--- config.mk ---
export PLATFORM = sky130hd
export DESIGN_NAME = seg7_scan_driver
export DESIGN_NICKNAME = d
export VERILOG_FILES = /design/src/rtl/seg7_pkg.sv /design/src/rtl/seg7_decoder.sv /design/src/rtl/seg7_scan_driver.sv
export SDC_FILE = /design/constraint.sdc
export NUM_CORES = 1
export LEC_CHECK = 0
export CAP_MARGIN = 20
export CORE_MARGIN = 4
export CORE_UTILIZATION = 48
export DETAILED_ROUTE_END_ITERATION = 16
export GPL_TIMING_DRIVEN = 0
export PLACE_DENSITY = 0.71
export REMOVE_ABC_BUFFERS = 1
export SKIP_LAST_GASP = 1
export SLEW_MARGIN = 20
export SYNTH_ARGS = -nofsm -noshare
export SYNTH_HDL_FRONTEND = slang
export SYNTH_HIERARCHICAL = 1
export SYNTH_SLANG_ARGS = --single-unit
--- constraint.sdc ---
create_clock -name clk -period 4.5 [get_ports clk]
set_clock_uncertainty 0.15 [all_clocks]
set_input_delay 0.9 -clock clk [delete_from_list [all_inputs] [get_ports clk]]
set_output_delay 0.9 -clock clk [all_outputs]
set_load 0.05 [all_outputs]
--- src/rtl/seg7_pkg.sv ---
`default_nettype none
// ============================================================================
//  Package    : seg7_pkg
//  Description: Shared 7-segment constants and the hex font (active-low g..a).
//  Revision   : 1.0 - initial release
// ============================================================================
package seg7_pkg;

    localparam logic [7:0] SEG_BLANK = 8'hFF;

    localparam logic [6:0] SEG_FONT [0:15] = '{
        7'h40, 7'h79, 7'h24, 7'h30, 7'h19, 7'h12, 7'h02, 7'h78,
        7'h00, 7'h10, 7'h08, 7'h03, 7'h46, 7'h21, 7'h06, 7'h0E
    };

    function automatic logic [6:0] seg7_font(input logic [3:0] nibble);
        return SEG_FONT[nibble];
    endfunction

endpackage
`default_nettype wire

--- src/rtl/seg7_decoder.sv ---
`default_nettype none
// ============================================================================
//  Module     : seg7_decoder
//  Description: Combinational nibble + decimal point to active-low segment code.
//  Revision   : 1.0 - initial release
// ============================================================================
module seg7_decoder
    import seg7_pkg::*;
(
    input  logic [3:0] nibble_i,
    input  logic       dp_i,
    output logic [7:0] hex_o
);

    assign hex_o = {~dp_i, seg7_font(nibble_i)};

endmodule
`default_nettype wire

--- src/rtl/seg7_scan_driver.sv ---
`default_nettype none
// ============================================================================
//  Module     : seg7_scan_driver
//  Description: Time-multiplexed N-digit common-anode driver with guard
//               blanking, blink and frame-synchronous shadow updates.
//  Revision   : 1.0 - initial release
// ============================================================================
module seg7_scan_driver
    import seg7_pkg::*;
#(
    parameter int NUM_DIGITS   = 8,
    parameter int CLK_DIV      = 100000,
    parameter int GUARD        = 16,
    parameter int BLINK_FRAMES = 64
) (
    input  logic                    clk,
    input  logic                    rst_n,
    input  logic [4*NUM_DIGITS-1:0] digits_i,
    input  logic [NUM_DIGITS-1:0]   digit_en_i,
    input  logic [NUM_DIGITS-1:0]   dp_i,
    input  logic [NUM_DIGITS-1:0]   blink_i,
    input  logic                    upd_i,
    output logic                    frame_o,
    output logic [7:0]              HEX,
    output logic [NUM_DIGITS-1:0]   AN
);

    localparam int c_pc_w  = $clog2(CLK_DIV);
    localparam int c_idx_w = (NUM_DIGITS > 1) ? $clog2(NUM_DIGITS) : 1;
    localparam int c_bc_w  = (BLINK_FRAMES > 1) ? $clog2(BLINK_FRAMES) : 1;
    localparam int c_reg_w = 7 * NUM_DIGITS;

    localparam logic [c_pc_w-1:0]  c_pc_last  = c_pc_w'(CLK_DIV - 1);
    localparam logic [c_idx_w-1:0] c_idx_last = c_idx_w'(NUM_DIGITS - 1);
    localparam logic [c_bc_w-1:0]  c_bc_last  = c_bc_w'(BLINK_FRAMES - 1);

    logic [c_pc_w-1:0]     pc_q,          pc_d;
    logic [c_idx_w-1:0]    idx_q,         idx_d;
    logic [c_bc_w-1:0]     blink_cnt_q,   blink_cnt_d;
    logic                  blink_phase_q, blink_phase_d;
    logic                  pending_q,     pending_d;
    logic [c_reg_w-1:0]    shadow_q,      shadow_d;
    logic [c_reg_w-1:0]    active_q,      active_d;
    logic                  frame_q,       frame_d;
    logic [7:0]            hex_q,         hex_d;
    logic [NUM_DIGITS-1:0] an_q,          an_d;

    logic                    w_slot_end;
    logic                    w_frame_bnd;
    logic [4*NUM_DIGITS-1:0] w_act_digits;
    logic [NUM_DIGITS-1:0]   w_act_en;
    logic [NUM_DIGITS-1:0]   w_act_dp;
    logic [NUM_DIGITS-1:0]   w_act_blink;
    logic [3:0]              w_sel_nibble;
    logic                    w_sel_en;
    logic                    w_sel_dp;
    logic                    w_sel_blink;
    logic [7:0]              w_seg_code;
    logic                    w_blank;

    assign w_slot_end  = (pc_q == c_pc_last);
    assign w_frame_bnd = w_slot_end && (idx_q == c_idx_last);

    // Register layout is {digits, enable, dp, blink}, identical for shadow and active.
    assign w_act_digits = active_q[c_reg_w-1 -: 4*NUM_DIGITS];
    assign w_act_en     = active_q[3*NUM_DIGITS-1 -: NUM_DIGITS];
    assign w_act_dp     = active_q[2*NUM_DIGITS-1 -: NUM_DIGITS];
    assign w_act_blink  = active_q[NUM_DIGITS-1:0];

    always_comb begin
        pc_d          = w_slot_end ? '0 : pc_q + c_pc_w'(1);
        idx_d         = idx_q;
        blink_cnt_d   = blink_cnt_q;
        blink_phase_d = blink_phase_q;
        shadow_d      = shadow_q;
        active_d      = active_q;
        pending_d     = pending_q;
        frame_d       = w_frame_bnd;

        if (w_slot_end) begin
            idx_d = (idx_q == c_idx_last) ? '0 : idx_q + c_idx_w'(1);
        end

        if (w_frame_bnd) begin
            if (pending_q) begin
                active_d  = shadow_q;
                pending_d = 1'b0;
            end
            if (blink_cnt_q == c_bc_last) begin
                blink_cnt_d   = '0;
                blink_phase_d = ~blink_phase_q;
            end else begin
                blink_cnt_d = blink_cnt_q + c_bc_w'(1);
            end
        end

        // A strobe on the boundary cycle lands after the old shadow was applied.
        if (upd_i) begin
            shadow_d  = {digits_i, digit_en_i, dp_i, blink_i};
            pending_d = 1'b1;
        end
    end

    always_comb begin
        w_sel_nibble = '0;
        w_sel_en     = 1'b0;
        w_sel_dp     = 1'b0;
        w_sel_blink  = 1'b0;
        for (int k = 0; k < NUM_DIGITS; k++) begin
            if (int'(idx_q) == k) begin
                w_sel_nibble = w_act_digits[4*k +: 4];
                w_sel_en     = w_act_en[k];
                w_sel_dp     = w_act_dp[k];
                w_sel_blink  = w_act_blink[k];
            end
        end
    end

    seg7_decoder u_decoder (
        .nibble_i (w_sel_nibble),
        .dp_i     (w_sel_dp),
        .hex_o    (w_seg_code)
    );

    assign w_blank = (int'(pc_q) < GUARD) || !w_sel_en || (w_sel_blink && blink_phase_q);

    always_comb begin
        hex_d = SEG_BLANK;
        an_d  = '1;
        if (!w_blank) begin
            hex_d = w_seg_code;
            an_d  = ~(NUM_DIGITS'(1) << idx_q);
        end
    end

    always_ff @(posedge clk or negedge rst_n) begin
        if (!rst_n) begin
            pc_q          <= '0;
            idx_q         <= '0;
            blink_cnt_q   <= '0;
            blink_phase_q <= 1'b0;
            pending_q     <= 1'b0;
            shadow_q      <= '0;
            active_q      <= '0;
            frame_q       <= 1'b0;
            hex_q         <= SEG_BLANK;
            an_q          <= '1;
        end else begin
            pc_q          <= pc_d;
            idx_q         <= idx_d;
            blink_cnt_q   <= blink_cnt_d;
            blink_phase_q <= blink_phase_d;
            pending_q     <= pending_d;
            shadow_q      <= shadow_d;
            active_q      <= active_d;
            frame_q       <= frame_d;
            hex_q         <= hex_d;
            an_q          <= an_d;
        end
    end

    assign frame_o = frame_q;
    assign HEX     = hex_q;
    assign AN      = an_q;

endmodule
`default_nettype wire

Word level (Yosys, flattened, before mapping)

Memory sizes are Yosys's and may differ from the RTL's.
Cells that the tools add are included.

Flip-flop bits (word level): 157
Memory bits (read-only): 112
Output and inout bits: 17
Memories: 1

Memory list:

| name             | words | width | rd ports | clocked after Yosys merged registers in | wr ports | line           | source |
|---|---|---|---|---|---|---|---|
| (name not given) | 16    | 7     | 1        | 0                                       | 0        | seg7_pkg.sv:17 | `return SEG_FONT[nibble];` |

Add/sub/neg operators: 3
Magnitude comparators: 2
Equality and inequality tests: 10
Shifts and indexed selects: 1
Mux-type cells: 41
Bitwise operators: 4
Reductions and logical operators: 9

Operator list:

| kind                                                      | number |
|---|---|
| 2-to-1 mux 4 bit                                          | 8 |
| 2-to-1 mux 1 bit                                          | 26 |
| adder 17 x 1 -> 17 bit (second input constant)            | 1 |
| == test 17 bit (second input constant)                    | 1 |
| < comparator 17 x 5 -> 1 bit (second input constant)      | 1 |
| 2-to-1 mux 17 bit                                         | 1 |
| 2-to-1 mux 8 bit                                          | 2 |
| == test 3 bit (second input constant)                     | 5 |
| 2-to-1 mux 7 bit                                          | 2 |
| NOT 8 bit                                                 | 1 |
| left shift 1 x 3 -> 8 bit (first input constant)          | 1 |
| adder 6 x 1 -> 6 bit (second input constant)              | 1 |
| == test 3 x 2 -> 1 bit (second input constant)            | 2 |
| == test 6 bit (second input constant)                     | 1 |
| 2-to-1 mux 6 bit                                          | 1 |
| greater-or-equal comparator 5 bit (second input constant) | 1 |
| NOT 4 -> 5 bit                                            | 1 |
| AND reduction 2 bit                                       | 2 |
| adder 3 x 1 -> 3 bit (second input constant)              | 1 |
| == test 3 x 1 -> 1 bit (second input constant)            | 1 |
| zero test 3 bit                                           | 1 |
| 2-to-1 mux 3 bit                                          | 1 |
| logical AND 1 bit                                         | 2 |
| logical OR 1 bit                                          | 2 |
| other kinds (3)                                           | 4 |

Depth between registers and ports, before layout

Gate-level depths: netlist (run 1).

Depth in word-level cells: 14
Depth in mapped cells: 15
Mapped depth without buffers: 13

Cells and area by module

The synthesis (run 1) kept the hierarchy.

By module, submodules not included:

| module           | instances | cells an instance | area each (µm²) | sequential area each (µm²) |
|---|---|---|---|---|
| seg7_scan_driver | 1         | 527               | 6797.8          | 3948.8 |
| seg7_decoder     | 1         | 36                | 251.5           | 0.0 |

Least setup slack after synthesis (run 1)

No wires, ideal clock.

Path type: register to register
From: register idx_q[2]
To: register hex_q[3] (netlist: HEX[3])
Library setup time: 0.084 ns
Data arrival time: 3.096 ns
Required time: 4.266 ns
Path slack: 1.169 ns
Stages on the path, launching flop included: 15
Buffers on the path: 2
Path through: dfrtp_1 > buf_2 > inv_1 > clkbuf_1 > ha_1 > or2_1 > o311ai_0 > a21oi_1 > nor3_1 > inv_1 > ha_1 > or2_2 > a21oi_1 > a31oi_1 > or2_2

Word-level cells in the longest chain between the ends: 14
Elaborated cells on any way between the ends: 41

RTL lines:

| element                                                 | line                    | source |
|---|---|---|
| from (decl)                                             | seg7_scan_driver.sv:38  | `logic [c_idx_w-1:0] idx_q, idx_d;` |
| from (signal assigned)                                  | seg7_scan_driver.sv:150 | `idx_q <= idx_d;` |
| zero test 3 bit                                         | seg7_scan_driver.sv:110 | `if (int'(idx_q) == k) begin` |
| 2-to-1 mux 4 bit (7 in a row)                           | seg7_scan_driver.sv:110 |  |
| 2-to-1 mux 4 bit (*)                                    | seg7_scan_driver.sv:110 |  |
| via w_sel_nibble[1]                                     | seg7_scan_driver.sv:54  | `logic [3:0] w_sel_nibble;` |
| NOT 4 -> 5 bit (not written as such) (*)                | seg7_pkg.sv:17          |  |
| memory read (16 x 7 bit) (*)                            | --                      |  |
| 2-to-1 mux 7 bit (not written as such) (*) (2 in a row) | seg7_pkg.sv:17          |  |
| via w_seg_code[3]                                       | seg7_scan_driver.sv:58  | `logic [7:0] w_seg_code;` |
| 2-to-1 mux 8 bit (*)                                    | seg7_scan_driver.sv:130 | `if (!w_blank) begin` |
| via hex_d[3]                                            | seg7_scan_driver.sv:45  | `logic [7:0] hex_q, hex_d;` |
| to (signal assigned)                                    | seg7_scan_driver.sv:146 | `hex_q <= SEG_BLANK;` |
| to (signal assigned)                                    | seg7_scan_driver.sv:157 | `hex_q <= hex_d;` |
| to (decl)                                               | seg7_scan_driver.sv:45  |  |

The timed path passes the listed nets; every way through them passes the cells marked *. The select of a mux whose other input is x is not followed.
A chain may end at the register's enable or synchronous reset.

Final worst setup path (run 1)

Ends and elaborated chain as after synthesis.

==> run metrics, run 1 <==
placed cells=790; # resized after CTS=1; synth top area cells=dfrtp_1 50%, mux2_2 12%, mux2_1 6.4%; adder-cell area share of the yosys netlist=2.66%; CP max-delay cell=dfrtp_2; Worst-Margin Slew=about 0.99 ns; P_int=approximately 2.5 mW; number of port buffers=75; Syn Inst Count=roughly 560; pre-CTS setup slack=-0.0445 ns; unique cell type count in the Yosys netlist=58; ys flop type=dfrtp_1; GR Util met1=24.0%; crit share post-route=between 90% and 100%; core area=around 14000 sq um; Synth Area in Compound Gates=6.83%; clock-pin slew on the worst setup and hold paths=roughly 0.06 ns; clock sinks=between 150 and 200; Setup crit start kind=register; initial antenna violation count=0; most heavily used metal layer in global routing=met2; n_diodes=0; register bit total from synthesis=157; met2 Usage GRT=27.6%; Synth Area in Simple Gates=10.8%; Post-synth top cells=141 x dfrtp_1, 73 x mux2_2, 40 x mux2_1; crit path kind=reg -> reg; synthesized cell area=about 7000 sq um; Buf/Inv on CP=2; count of final max-slew check failures=0; fin area=roughly 8500 sq um; Via Count=4465; vias in the first global route=roughly 4.7k; unrepaired setup endpoints after global routing=false; crit path DAT=around 4.3 ns; Layout area overhead=20.7%; ratio of cells with drive above 1 in the final layout=between 20% and 30%; Clock power frac=a little under half; Final Wtd Congestion=0.827; xor and xnor area share after synthesis=about 2.0%; Reg power frac=roughly 48%; LEAKAGE=3.75 nW; setup tns final=0 ns; Routed Antenna Nets=0; WL per Instance=around 16 um; most frequent cell after synthesis=dfrtp_1; worst hold path class=in -> async; outcome=finished, final reports clean; Avg Cell Area, Syn=about 13 sq um; hpwl dp=~9.0 mm; Final Non-Filler Cells=821; Rows=between 40 and 50; post-CTS setup buffer count=0; starting density of the core=around half; maximum number of pins on one net before global-route repair=81; # DRC=0; Final WS setup=between 0.3 and 0.4 ns; WHS=0.316 ns; CTS tree=done; Logic pwr share=~4.6%; NetSw=between 0.6 and 0.7 mW; Setup crit end kind=register; Total Routing Usage GR=17.5%; Pre-Repair DR Iteration Count=4; clk_lat worst skew=~0.42 ns; CTS Hold Bufs=0; Ports=between 70 and 80; DP Area=between 7000 and 8000 sq um; clk buf depth=2; register area share after synthesis=a little under three fifths; multiplexer area fraction after synthesis=a little under a fifth; final WL=~13 mm; Setup-failing EPs final=0; H-tree depth=4; die extent in x=129 um; max-cap viol count=0; Slew headroom=34.0%; Hold Vio Cnt, Final=0; switch share=roughly 20%; async set or reset register ratio after synthesis=100%; via density per instance=5.44; CTS Buf Count=17; Chip Height=between 100 and 150 um; Power Density=367 nW/um^2; FF-to-FF path depth=12; Top delay family on crit path=simple AND/OR/NAND/NOR gates; CP Max Fanout=19; initial DRC count=between 200 and 300; Yosys Warn Count=6; Clock Tree Root=clkbuf_16; crit path cell chain=inv_1, ha_1, or2_1, o311ai_0, a21oi_1, nor3_2, inv_1, ha_1, nand2_1, a21oi_1, a31oi_1, or2_2; number of enable flip-flop cells after synthesis=0; Max Freq=244 MHz; NumNets Final=~700; VDD IR-drop max=around 0.00027 V; CP peak stage delay=between 0.5 and 0.6 ns; global-route track usage on met3=under 10%; Synth top area share=approximately 50%; area leader, netlist=dfrtp_1; DIE AREA=around 17000 sq um; first-pass GRT wire length=roughly 23 mm; crit path time final=slightly above 4 ns; WP data required=roughly 4.7 ns; Levels on crit path=12; grt ovf=0; largest family of logic cells by synthesized area=multiplexers
stage by stage:
| stage | total power, mW | utilization, % |
|---|---|---|
| floorplan | 1.56 | - |
| global placement | 1.66 | 54.1 |
| detailed placement | 1.67 | 54.4 |
| CTS | 3.17 | 58.7 |
| global route | 3.24 | 58.8 |
| finish | 3.13 | 58.8 |
power by group through the flow:
| stage | sequential (mW) | combinational, mW | clock [mW] |
|---|---|---|---|
| floorplan | 1.50 | 0.0534 | 0 |
| global placement | 1.52 | 0.145 | 0 |
| detailed placement | 1.52 | 0.149 | 0 |
| CTS | 1.49 | 0.150 | 1.52 |
| global route | 1.50 | 0.161 | 1.58 |
| finish | 1.49 | 0.145 | 1.49 |
cell usage in the layout, fill, tap and decap left out, types with 4 or more instances in the layout:
cell type / instances
a21o_1: 4
a21oi_1: 17
a221oi_1: 4
and3_1: 4
bufinv_16: 4
clkbuf_16: 17
clkdlybuf4s50_1: 73
clkinv_4: 5
dfrtp_1: 140
dfstp_2: 16
ha_1: 15
inv_1: 12
mux2_1: 40
mux2_2: 73
nand2_1: 31
nand3_1: 13
nand4_1: 8
nor2_1: 19
nor2b_1: 16
nor3_1: 9
nor4_1: 4
o21ai_0: 22
or2_2: 10
xnor2_1: 10
xor2_1: 6
final timing paths:
check	startpoint	endpoint	slack [ns]
min in group clk	active_q[20]	active_q[20]	0.33
worst max register to register	idx_q[2]	HEX[3]	0.40
worst min-delay path	rst_n	shadow_q[1]	0.32
worst max-delay path	idx_q[2]	HEX[3]	0.40
max in group asynchronous	rst_n	AN[4]	3.08
worst min register to register	active_q[20]	active_q[20]	0.33
flip-flops by register name, indices dropped and copies added (netlist names):
name / flops
blink_cnt_q: 6
frame_o: 1
HEX: 8
shadow_q: 56
active_q: 56
pc_q: 17
AN: 8
blink_phase_q: 1
idx_q: 3
pending_q: 1
per-layer routing:
metal,up-vias,share of wire (%)
met5,-,0
met4,0,0.62
met3,9,5.2
met2,118,49
met1,2218,46
li1,2120,-
area by class of cell:
| cell class | instances | area, sq um |
|---|---|---|
| Inverter | 12 | 45.0 |
| Fill cell | 1191 | 5970 |
| Tap cell | 184 | 230 |
| Multi-Input combinational cell | 361 | 2880 |
| Clock inverter | 12 | 189 |
| Sequential cell | 157 | 3950 |
| Timing Repair Buffer | 76 | 781 |
| Clock buffer | 19 | 433 |
cells by family (layout without fill, tap and decap cells):
| kind of cell | count (synthesis) | count (layout) |
|---|---|---|
| muxes | 115 | 115 |
| adders and majority gates | 15 | 15 |
| AOI/OAI and AO/OA | 75 | 75 |
| DFF | 157 | 157 |
| and+or+nand+nor | 140 | 140 |
| buffers and inverters | 45 | 119 |
| xor gates and xnor gates | 16 | 16 |
(Power assumes the default switching activity.)
==> inputs of run 2 (changes only) <==
Settings changed: GPL_ROUTABILITY_DRIVEN from default to 0.
==> results of run 2 <==
The final DEF is identical to that of run 1; final timing and power are the same.
==> inputs of run 3 (changes only) <==
Settings changed: PLACE_DENSITY 0.71 to 0.73.
Clock period 4.5 ns to 3.93 ns, I/O delays scaled along.
==> run metrics, run 3 (synthesis results as in run 1) <==
Routed Antenna Nets=0; maximum number of pins on one net before global-route repair=90; Via Count=around 4.5k; number of port buffers=75; Setup crit start kind=register; Layout area overhead=20.9%; Clock Tree Root=clkbuf_16; Max Freq=around 270 MHz; vias in the first global route=4735; crit path time final=~3.7 ns; worst hold path class=in -> async; initial DRC count=approximately 290; WL per Instance=around 16 um; unrepaired setup endpoints after global routing=false; DIE AREA=16700 sq um; first-pass GRT wire length=roughly 23 mm; initial antenna violation count=0; die extent in x=roughly 130 um; CTS Buf Count=17; NumNets Final=~700; placed cells=791; starting density of the core=between 40% and 50%; max-cap viol count=0; count of final max-slew check failures=0; DP Area=a little under 8000 sq um; Final WS setup=between 0.15 and 0.2 ns; crit path DAT=slightly below 4 ns; Total Routing Usage GR=between 15 and 20%; VDD IR-drop max=around 0.0003 V; Setup-failing EPs final=0; pre-CTS setup slack=-0.771 ns; Worst-Margin Slew=roughly 0.74 ns; setup tns final=0 ns; n_diodes=0; CTS tree=done; LEAKAGE=~3.7 nW; clock sinks=roughly 160; most frequent cells in the layout=140 x dfrtp_1, 73 x mux2_2, 73 x clkdlybuf4s50_1, 40 x mux2_1, 31 x nand2_1; CP Max Fanout=14; final WL=13.6 mm; Slew headroom=between 50% and 60%; crit share post-route=95.2%; Pre-Repair DR Iteration Count=4; Power Total=roughly 3.4 mW; H-tree depth=4; # DRC=0; clock-pin slew on the worst setup and hold paths=roughly 0.060 ns; Rows=44; Power Density=401 nW/um^2; ratio of cells with drive above 1 in the final layout=about a quarter; clk buf depth=2; fin area=between 8000 and 9000 sq um; Setup crit end kind=register; leading cell type in the layout, fill and taps excluded=dfrtp_1; hpwl dp=8.93 mm; Ports=76; Top Registers=active_q (56), shadow_q (56), pc_q (17); via density per instance=5.51; clk_lat worst skew=around 0.43 ns; outcome=finished, final reports clean; crit path kind=reg -> reg; grt ovf=0; WP data required=4.13 ns; core area=14500 sq um; Chip Height=129 um; Final Non-Filler Cells=just over 800; Hold Vio Cnt, Final=0
-- run 3: timing repair --
action / CTS / global route
gates resized for setup: 7 / 5
hold buffers: 0 / 0
setup endpoints to repair: 7 / 3
gates cloned: 0 / 0
setup buffers: 2 / 0
-- run 3: power breakdown --
| group | internal (mW) | total [mW] | switching, mW |
|---|---|---|---|
| combinational | 0.104 | 0.166 | 0.0622 |
| clock | 0.917 | 1.54 | 0.626 |
| sequential | 1.68 | 1.71 | 0.0338 |
-- run 3: final timing paths --
kind | startpoint | slack [ns] | depth (start not counted) | endpoint
worst min register to register | pc_q[0] | 0.33 | 1 | pc_q[0]
worst min-delay path | rst_n | 0.16 | 1 | pc_q[9]
worst max register to register | idx_q[0] | 0.19 | 12 | HEX[3]
worst max-delay path | idx_q[0] | 0.19 | 12 | HEX[3]
max in group asynchronous | rst_n | 2.69 | 2 | active_q[10]
min in group clk | pc_q[0] | 0.33 | 1 | pc_q[0]
-- run 3: metrics by stage --
| stage | hold slack [ns] | util [%] |
|---|---|---|
| after floorplan | 0.291 | - |
| after global placement | 0.301 | 54.1 |
| after detailed placement | 0.317 | 54.6 |
| after CTS | 0.168 | 58.7 |
| after global routing | 0.190 | 58.9 |
| final | 0.158 | 58.9 |
-- run 3: worst max-delay path, cell delays in order (launching register included) --
cell and delay, ns:
dfrtp_1 0.46, ha_1 0.27, ha_2 0.28, or2_1 0.33, o311ai_1 0.47, a21oi_1 0.17, nor3_2 0.41, inv_1 0.19
ha_1 0.32, nand2_1 0.07, a21oi_1 0.18, a31oi_1 0.05, or2_2 0.32
-- run 3: per-layer routing --
layer | vias up | wire (um) | share of wire (%) | track usage (%)
met5 | - | 0 | 0 | 0
met4 | 0 | 82 | 0.60 | 6.24
met3 | 8 | 737 | 5.4 | 4.20
met2 | 116 | 6530 | 48 | 27.3
met1 | 2287 | 6230 | 46 | 24.8
li1 | 2132 | - | - | -
-- run 3: layout make-up --
cell class                      count  area (sq um)
Multi-Input combinational cell    361          2910
Tap cell                          184           230
Clock inverter                     10          88.8
Sequential cell                   157          3950
Clock buffer                       22           474
Timing Repair Buffer               79           823
Inverter                           12          45.0
Fill cell                        1166          5950
